===== src/rtl/ring_rr_arbiter.sv =====
// Four-requester round-robin arbiter with a one-hot ring pointer and registered grant outputs.
// Define RING_ARB_BURST_EN to force release after MAX_BURST held cycles when another requester waits.
module ring_rr_arbiter #(
  parameter int unsigned MAX_BURST = 4
) (
  input  logic       clk,
  input  logic       reset,
  input  logic [3:0] req,
  output logic [3:0] grant,
  output logic [1:0] grant_id,
  output logic       busy,
  output logic [3:0] ptr
);

  localparam logic [0:0] IDLE = 1'b0;
  localparam logic [0:0] BUSY = 1'b1;
  localparam logic [3:0] BURST_MAX = 4'(MAX_BURST);

  logic [0:0] state_q, state_d;
  logic [3:0] grant_q, grant_d;
  logic [1:0] grant_id_q, grant_id_d;
  logic       busy_q, busy_d;
  logic [3:0] ptr_q, ptr_d;
  logic [3:0] burst_q, burst_d;

  logic [1:0] ptrIdx;
  logic [1:0] searchIdx;
  logic [1:0] pickIdx;
  logic       pickFound;
  logic       forceRelease;
  logic       release_now;

  function automatic logic [1:0] oneHotToIdx(input logic [3:0] v);
    logic [1:0] r;
    r = 2'd0;
    case (v)
      4'b0010: r = 2'd1;
      4'b0100: r = 2'd2;
      4'b1000: r = 2'd3;
      default: r = 2'd0;
    endcase
    return r;
  endfunction

  assign ptrIdx = oneHotToIdx(ptr_q);

  // Walk the ring starting at the pointer; the first requester found wins.
  always_comb begin
    pickFound = 1'b0;
    pickIdx   = ptrIdx;
    searchIdx = 2'd0;
    for (int k = 0; k < 4; k++) begin
      searchIdx = ptrIdx + 2'(k);
      if (!pickFound && req[searchIdx]) begin
        pickFound = 1'b1;
        pickIdx   = searchIdx;
      end
    end
  end

`ifdef RING_ARB_BURST_EN
  logic competitor;
  assign competitor   = |(req & ~grant_q);
  assign forceRelease = (burst_q == BURST_MAX) && competitor;
`else
  assign forceRelease = 1'b0;
`endif

  assign release_now = !req[grant_id_q] || forceRelease;

  always_comb begin
    state_d    = state_q;
    grant_d    = grant_q;
    grant_id_d = grant_id_q;
    busy_d     = busy_q;
    ptr_d      = ptr_q;
    burst_d    = burst_q;
    case (state_q)
      IDLE: begin
        if (pickFound) begin
          state_d    = BUSY;
          grant_d    = 4'b0001 << pickIdx;
          grant_id_d = pickIdx;
          busy_d     = 1'b1;
          burst_d    = 4'd1;
        end
      end
      BUSY: begin
        // Releasing hands priority to the neighbour just past the owner.
        if (release_now) begin
          state_d    = IDLE;
          grant_d    = 4'b0000;
          grant_id_d = 2'd0;
          busy_d     = 1'b0;
          ptr_d      = {grant_q[2:0], grant_q[3]};
          burst_d    = 4'd0;
        end else if (burst_q < BURST_MAX) begin
          burst_d = burst_q + 4'd1;
        end
      end
      default: begin
        state_d    = IDLE;
        grant_d    = 4'b0000;
        grant_id_d = 2'd0;
        busy_d     = 1'b0;
        ptr_d      = 4'b0001;
        burst_d    = 4'd0;
      end
    endcase
  end

  always_ff @(posedge clk) begin
    if (reset) begin
      state_q    <= IDLE;
      grant_q    <= 4'b0000;
      grant_id_q <= 2'd0;
      busy_q     <= 1'b0;
      ptr_q      <= 4'b0001;
      burst_q    <= 4'd0;
    end else begin
      state_q    <= state_d;
      grant_q    <= grant_d;
      grant_id_q <= grant_id_d;
      busy_q     <= busy_d;
      ptr_q      <= ptr_d;
      burst_q    <= burst_d;
    end
  end

  assign grant    = grant_q;
  assign grant_id = grant_id_q;
  assign busy     = busy_q;
  assign ptr      = ptr_q;

endmodule


===== config.mk =====
export PLATFORM = sky130hd
export DESIGN_NAME = ring_rr_arbiter
export DESIGN_NICKNAME = d
export VERILOG_FILES = /design/src/rtl/ring_rr_arbiter.sv
export SDC_FILE = /design/constraint.sdc
export NUM_CORES = 1
export LEC_CHECK = 0
export BUFFER_PORTS_ARGS = -buffer_cell sky130_fd_sc_hd__buf_2
export CAP_MARGIN = 15
export CORE_AREA = 2 2 41 43
export CTS_BUF_LIST = sky130_fd_sc_hd__clkbuf_8
export DETAILED_ROUTE_END_ITERATION = 10
export DIE_AREA = 0 0 43 45
export GPL_TIMING_DRIVEN = 1
export PLACE_DENSITY = 0.85
export SETUP_SLACK_MARGIN = 0.4
export SLEW_MARGIN = 40
export SYNTH_ARGS = -nofsm -noshare
export SYNTH_HDL_FRONTEND = slang
export SYNTH_SLANG_ARGS = --single-unit
export TNS_END_PERCENT = 10

===== constraint.sdc =====
create_clock -name clk -period 2.3 [get_ports clk]
set_input_delay 0.23 -clock clk [delete_from_list [all_inputs] [get_ports clk]]
set_output_delay 0.23 -clock clk [all_outputs]
set_load 0.05 [all_outputs]

==> results of run 1 <==
==> synth_stat cells (all sizes together) (2+ instances only) <==
| cell type | instances |
|---|---|
| dfxtp | 12 |
| nor2 | 11 |
| o21ai | 6 |
| mux2i | 5 |
| a21oi | 4 |
| buf | 3 |
| inv | 3 |
| nand2 | 3 |
| nor2b | 3 |
| nor3 | 3 |
| xnor2 | 3 |
| a22o | 2 |
| a22oi | 2 |
| clkbuf | 2 |
| nand2b | 2 |
| nor3b | 2 |
| nor4 | 2 |
==> kinds of logic after synthesis <==
kind of cell,Yosys count,synth area share
simple gates,33,0.254
compound gates,21,0.215
flops,12,0.330
buf+inv,8,0.0550
mux,6,0.0997
xor+xnor,3,0.0464
==> per-stage QoR <==
stage	setup slack [ns]	total power [mW]
3_3_place_gp	0.492	0.356
4_1_cts	0.432	0.545
5_1_grt	0.404	0.563
3_5_place_dp	0.438	0.359
2_1_floorplan	0.260	0.328
6_report	0.485	0.541
==> cell type report <==
| cell class | instances | share of cell area |
|---|---|---|
| clock buffer | 3 | 0.0484 |
| multi-input combinational | 63 | 0.525 |
| tap | 16 | 0.0235 |
| inverter | 3 | 0.0132 |
| sequential | 12 | 0.287 |
| timing repair buffer | 17 | 0.103 |
==> flip-flops by register name, indices dropped and copies added (netlist names) <==
register	flops
grant_id	2
busy	1
grant	4
ptr	4
state_q	1
==> layer usage <==
layer	share of wire	global-route usage
met5	0	0
met4	0.018	0.133
met3	0.051	0.0200
met2	0.46	0.297
met1	0.47	0.249
==> critical path, delay by kind of cell (launching register included) <==
family | cells | cell delay, ns
xor+xnor | 1 | 0.18
flops | 1 | 0.37
compound gates | 4 | 0.61
simple gates | 1 | 0.54
==> power by group through the flow <==
| stage | Sequential [mW] | Clock, mW | Combinational [mW] |
|---|---|---|---|
| 4_1_cts | 0.234 | 0.189 | 0.122 |
| 6_report | 0.235 | 0.184 | 0.122 |
| 3_5_place_dp | 0.238 | 0 | 0.121 |
| 2_1_floorplan | 0.269 | 0 | 0.0587 |
| 3_3_place_gp | 0.238 | 0 | 0.119 |
| 5_1_grt | 0.236 | 0.196 | 0.130 |
==> worst max-delay path by stage <==
| stage | endpoint | startpoint | cells after the start |
|---|---|---|---|
| finish | grant[3] | ptr[2] | 6 |
| global route | grant[3] | ptr[2] | 6 |
| CTS | grant[3] | ptr[2] | 6 |
| detailed placement | grant[3] | ptr[2] | 6 |
| global placement | grant[3] | ptr[2] | 6 |
| floorplan | grant[3] | ptr[2] | 7 |
==> timing repair <==
item	in CTS	in global routing
gates resized for setup	0	2
endpoints found under the setup margin	0	5
hold buffers	0	0
==> results.yml, run 1 <==
global_route:
  grt-ovfl-total: 0
  grtUsageTotal: 0.190
  grt_pass1_wl_mm: 2.78
  antenna_found_initial: 0
  grt_max_degree: 12
  grt_pass1_vias: 641
layout:
  n_fill_cell: 134
  syn_to_final_growth_pct: 17.2
  final-seq-area_um2: 245
  multi_input_area_um2: 448
  design_area_um2: 853
  final_cell_mix: "buf_2 (16), nor2_1 (11), dfxtp_1 (8)"
  drive_gt1_frac: 0.347
  final_common_cell: "buf_2"
  nets: 106
  post-route-util: 0.580
  layout.cells.non_filler: 114
  antennaDiodeCount: 0
sta:
  tightest_slew_ns: 0.551
  hold-worst-slack_ns: 0.304
  finClkSkew_ns: 0.00303
  tns_ns: 0
  setup_violations: 0
  final.period_utilization: 0.789
  hold_violations: 0
  timing.fmax_ghz: 0.551
  drv_slew: 0
  min_period_ns: 1.81
  slew_headroom: 0.629
  rsz0062_at_grt: "no"
setup_path:
  r2r_setup_slack_ns: 0.49
  r2r_end: "grant[3]"
  required_ns: 2.43
  start_kind: "register"
  r2r-start: "ptr[2]"
  worstSetupPathType: "reg -> reg"
  r2r_cells: 6
  timing.critical_path.cells: "or4b_4, o21ai_2, o221a_2, a21oi_2, xnor2_2, a32o_1"
  endpoint_kind: "register"
  slowest_delay_ns: 0.54
  crit_slowest_cell: "or4b_4"
  crit_fanout: 11
  worstPathArrival_ns: 1.94
yosys:
  synth_seq_cells: 12
  synth_top_cell_area_share: 0.330
  synth_cell_type_count: 39
  async_reset_ff_frac: 0
  avgSynthCellArea_um2: 8.77
  syn-instance-count: 83
  synth_top_area_cell: "dfxtp_1"
  synth_edf_count: 0
  synthTopCellsByArea: "dfxtp_1 (33%), mux2i_1 (6.9%), nor2_1 (5.7%)"
  mappedNetlistNets: 89
  ys.flop_type: "dfxtp_1"
  ys_seq_area_frac: 0.330
  yosysWarnings: 0
  syn_area_um2: 728
pwr:
  power_frac_clock: 0.340
  p_seq_frac: 0.434
  ir_drop_mv: 0.399
  p_sw_mw: 0.163
  leakagePower_nw: 0.363
  intPower_mw: 0.377
  p_comb_frac: 0.226
  switching_share: 0.302
  cellPowerDensity_mw_per_mm2: 633
worst_hold_path:
  worstHoldStart: "reset"
  hold_path.class: "in -> reg"
  holdPathStages: 2
  hold_end: "grant_id[1]"
clock_tree:
  numCtsBuffers: 3
  cts_root_buf: "clkbuf_8"
  clk_pin_slew_worst_paths_ns: 0.05
  htree_levels: 1
  cts_tree: "built"
  post_cts_buffers: 0
  clk_path_buf_depth: 2
  clkSinkCount: 12
  insertion_delay_ns: 0.23
placement:
  placed_area_um2: 810
  dp.cells: 111
  dp_hpwl_mm: 1.19
  io_buffer_count: 16
  gp_congestion: 0.846
floorplanning:
  dieWidth_um: 43
  core_area_mm2: 0.00147
  die_height_um: 45
  die-area_mm2: 0.00194
  start_util: 0.495
  pin_count: 17
  rows: 14
route:
  vias_per_cell: 5.94
  drt_iter0_markers: 6
  postRouteAntennaNets: 0
  routed_wire_length_per_instance_um: 14.4
  drt-total-wl_mm: 1.64
  vias: 677
  first_pass_iters: 4
  drc: 0
status:
  status: "completed"
run:
  drv_cap: 0
Note: power is estimated with default switching activity, not from simulation.
==> run 2: changes to the inputs <==
CORE_AREA = 2 2 42 44   (was 2 2 41 43)
DIE_AREA = 0 0 44 46   (was 0 0 43 45)
clock period = 1.63 ns   (was 2.3 ns; I/O delays follow)
==> results.yml, run 2 (same netlist as run 1, synthesis figures left out) <==
clock_tree:
  cts_root_buf: "clkbuf_8"
  clkSinkCount: 12
  numCtsBuffers: 3
  cts_tree: "built"
  clk_pin_slew_worst_paths_ns: 0.05
  htree_levels: 1
  insertion_delay_ns: 0.24
  clk_path_buf_depth: 2
  cts_hold_buf: 0
pwr:
  power_frac_clock: 0.332
  p_comb_frac: 0.273
  intPower_mw: 0.562
  ir_drop_mv: 0.921
  p_seq_frac: 0.395
  power_mw: 0.823
  leakagePower_nw: 0.454
  p_sw_mw: 0.261
  switching_share: 0.317
  cellPowerDensity_mw_per_mm2: 768
setup_path:
  worstSetupPathType: "reg -> reg"
  r2r_cells: 6
  worstPathArrival_ns: 1.99
  required_ns: 1.77
  crit_fanout: 5
  r2r-start: "ptr[3]"
  r2r_setup_slack_ns: -0.22
  r2r_end: "grant[3]"
  start_kind: "register"
  endpoint_kind: "register"
layout:
  antennaDiodeCount: 0
  syn_to_final_growth_pct: 47.1
  final_common_cell: "buf_2"
  layout.cells.non_filler: 127
  design_area_mm2: 0.00107
  final_cell_mix: "buf_2 (15), nor2_1 (11), dfxtp_1 (8), buf_4 (8), mux2i_1 (4)"
  nets: 117
  n_fill_cell: 138
  drive_gt1_frac: 0.491
worst_hold_path:
  hold_end: "ptr[1]"
  holdPathStages: 2
  worstHoldStart: "reset"
  hold_path.class: "in -> reg"
sta:
  finClkSkew_ns: 0.00546
  final.period_utilization: 1.14
  hold-worst-slack_ns: 0.230
  tightest_slew_ns: 0.400
  layout_setup_ws_ns: -0.223
  hold_violations: 0
  slew_headroom: 0.731
  timing.fmax_ghz: 0.540
  rsz0062_at_grt: "yes"
  min_period_ns: 1.85
  setup_violations: 5
  drv_slew: 0
route:
  drt-total-wl_mm: 2.15
  first_pass_iters: 4
  vias: 711
  vias_per_cell: 5.60
  drc: 0
  postRouteAntennaNets: 0
  routed_wire_length_per_instance_um: 16.9
  drt_iter0_markers: 12
global_route:
  antenna_found_initial: 0
  grtUsageTotal: 0.221
  grt_pass1_vias: 673
  grt_pass1_wl_mm: 3.02
  grt_max_degree: 12
  grt-ovfl-total: 0
run:
  drv_cap: 0
placement:
  dp_hpwl_mm: 1.38
  io_buffer_count: 16
  placed_area_um2: 908
  dp.cells: 122
  gp_congestion: 0.885
  place_ws_ns: -0.139
floorplanning:
  core_area_mm2: 0.00161
  die-area_mm2: 0.00202
  pin_count: 17
  die_height_um: 46
  start_util: 0.451
  rows: 15
  dieWidth_um: 44
status:
  violations: "setup timing"
  status: "complete, but fails checks"
==> run 2: changes by cell type in the layout (fill, tap and decap cells not counted), sizes merged <==
| cell | previous run | this run |
|---|---|---|
| inv | 3 | 4 |
| buf | 17 | 27 |
| clkbuf | 3 | 4 |
==> run 2: cell type report <==
cell class / count / area, um^2 / share of cell area
clock buffers: 3 / 41.3 / 0.0386
clock inverters: 1 / 3.75 / 0.00350
inverters: 3 / 13.8 / 0.0129
multi-input cells: 63 / 542 / 0.506
flip-flops and latches: 12 / 253 / 0.236
well taps: 17 / 21.3 / 0.0199
repair buffers: 28 / 196 / 0.183
==> run 2: worst max-delay path by stage <==
stage	startpoint	end	slack, ns	cells after the start
6_report	ptr[3]	grant[3]	-0.22	6
5_1_grt	ptr[2]	grant[3]	-0.28	7
4_1_cts	ptr[2]	grant[3]	-0.15	6
3_5_place_dp	ptr[3]	grant[3]	-0.14	7
3_3_place_gp	ptr[2]	grant[3]	-0.09	6
2_1_floorplan	ptr[2]	grant[3]	-0.26	7
==> run 2: per-stage QoR <==
step | TNS [ns] | util
floorplan | -1.52 | -
global placement | -0.273 | 0.563
detailed placement | -0.546 | 0.563
CTS | -0.624 | 0.613
global route | -1.10 | 0.664
finish | -0.830 | 0.664
==> run 2: repair_timing <==
| item | in CTS | in global routing |
|---|---|---|
| resized for setup | 7 | 12 |
| setup buffers | 0 | 1 |
| gates cloned | 0 | 0 |
| endpoints found under the setup margin | 12 | 13 |
| pin swaps | 10 | 16 |
==> run 2: worst max-delay path: stages, from the launching register on <==
cell and delay [ns]:
dfxtp_4 0.35, or4b_4 0.56, o21ai_4 0.10, o221ai_2 0.15, a21oi_4 0.22, xnor2_4 0.13
a32o_1 0.25
==> run 2: per-layer routing <==
layer | wire, um | up-vias | GRT usage
met5 | 0 | - | 0
met1 | 853 | 339 | 0.241
met2 | 1190 | 13 | 0.376
li1 | - | 355 | -
met3 | 51 | 4 | 0.0516
met4 | 53 | 0 | 0.158
==> run 2: power groups by stage <==
stage	Sequential, mW	Clock, mW	Combinational [mW]
2_1_floorplan	0.376	0	0.0835
3_3_place_gp	0.328	0	0.186
3_5_place_dp	0.329	0	0.190
4_1_cts	0.324	0.277	0.203
5_1_grt	0.327	0.298	0.239
6_report	0.325	0.273	0.225
==> run 3: changes to the inputs <==
HOLD_SLACK_MARGIN = 0.03   (was not set)
REMOVE_ABC_BUFFERS = 1   (was not set)
==> results.yml, run 3 (same netlist as run 1, synthesis figures left out) <==
floorplanning:
  core_area_mm2: 0.00161
  pin_count: 17
  die_height_um: 46
  rows: 15
  dieWidth_um: 44
  die-area_mm2: 0.00202
  start_util: 0.451
global_route:
  grt_pass1_wl_mm: 2.95
  grtUsageTotal: 0.202
  antenna_found_initial: 0
  grt-ovfl-total: 0
  grt_max_degree: 12
  grt_pass1_vias: 671
setup_path:
  crit_fanout: 5
  crit_slowest_cell: "or4b_4"
  required_ns: 1.76
  start_kind: "register"
  endpoint_kind: "register"
  timing.critical_path.cells: "or4b_4, o21ai_2, o221a_2, a21oi_2, xnor2_2, a32o_1"
  slowest_delay_ns: 0.53
  worstPathArrival_ns: 1.87
  critPathBufInv: 0
  worstSetupPathType: "reg -> reg"
  crit_family: "compound AO/OA/AOI/OAI gates"
clock_tree:
  cts_tree: "built"
  clk_pin_slew_worst_paths_ns: 0.05
  numCtsBuffers: 3
  insertion_delay_ns: 0.24
  cts_root_buf: "clkbuf_8"
  htree_levels: 1
  clkSinkCount: 12
  cts_hold_buf: 0
  clk_path_buf_depth: 2
placement:
  gp_congestion: 0.933
  dp.cells: 121
  io_buffer_count: 16
  dp_hpwl_mm: 1.40
sta:
  slew_headroom: 0.717
  min_period_ns: 1.74
  setup_violations: 5
  tightest_slew_ns: 0.421
  layout_setup_ws_ns: -0.107
  hold_violations: 0
  final.period_utilization: 1.07
  timing.fmax_ghz: 0.576
  tns_ns: -0.376
  drv_slew: 0
  finClkSkew_ns: 0.00381
  hold-worst-slack_ns: 0.234
  rsz0062_at_grt: "yes"
layout:
  nets: 115
  final_cell_mix: "buf_2 (15), nor2_1 (11), dfxtp_1 (9), buf_4 (9), mux2i_1 (5)"
  n_fill_cell: 141
  syn_to_final_growth_pct: 31.1
  post-route-util: 0.591
  final_common_cell: "buf_2"
  antennaDiodeCount: 0
  layout.cells.non_filler: 125
  drive_gt1_frac: 0.426
route:
  first_pass_iters: 4
  vias_per_cell: 5.85
  drt-total-wl_mm: 1.83
  routed_wire_length_per_instance_um: 14.7
  postRouteAntennaNets: 0
  drt_iter0_markers: 24
  vias: 731
  drc: 0
pwr:
  leakagePower_nw: 0.427
  p_comb_frac: 0.236
  p_sw_mw: 0.251
  power_frac_clock: 0.377
  switching_share: 0.295
  intPower_mw: 0.601
  ir_drop_mv: 0.508
  p_seq_frac: 0.386
  cellPowerDensity_mw_per_mm2: 893
run:
  drv_cap: 0
status:
  status: "complete, but fails checks"
  violations: "setup timing"
worst_hold_path:
  hold_path.class: "in -> reg"
run 3: area by class of cell:
cell class,count,area [um^2],area share
Multi-Input combinational cell,63,462,0.484
Sequential cell,12,244,0.256
Timing Repair Buffer,26,161,0.169
Clock buffer,4,55.1,0.0577
Tap cell,17,21.3,0.0223
Inverter,3,11.3,0.0118
run 3: stage by stage:
| step | cell area (um^2) | power [mW] | setup WS [ns] |
|---|---|---|---|
| 3_3_place_gp | 876 | 0.515 | -0.0648 |
| 2_1_floorplan | 699 | 0.456 | -0.472 |
| 3_5_place_dp | 876 | 0.521 | -0.0978 |
| 6_report | 955 | 0.852 | -0.107 |
| 4_1_cts | 932 | 0.841 | -0.111 |
| 5_1_grt | 955 | 0.889 | -0.159 |
run 3: path summary, 6_finish.rpt:
| path | from | endpoint | slack, ns | cells after the start |
|---|---|---|---|---|
| worst max-delay path | ptr[2] | grant[3] | -0.11 | 6 |
| worst min-delay path | reset | ptr[1] | 0.23 | 2 |
| worst max register to register | ptr[2] | grant[3] | -0.11 | 6 |
| worst min register to register | grant[0] | grant[0] | 0.48 | 2 |
run 3: power groups by stage:
stage	Combinational [mW]	Clock [mW]	Sequential, mW
2_1_floorplan	0.0745	0	0.382
3_3_place_gp	0.183	0	0.332
3_5_place_dp	0.188	0	0.333
4_1_cts	0.189	0.324	0.327
5_1_grt	0.213	0.344	0.332
6_report	0.201	0.322	0.329
run 3: what timing repair did:
item	4_1_cts	5_1_grt
pin swaps	1	4
endpoints found under the setup margin	12	14
gates resized for setup	1	7
buffers inserted	0	0
run 3: routing by layer:
metal  GRT usage  vias up  part of all wire  wire (um)
met5           0        -                 0          0
met4      0.0788        0             0.013         23
met3      0.0437        4             0.047         86
met2       0.318       22              0.48        875
met1       0.268      351              0.46        847
li1            -      354                 -          -
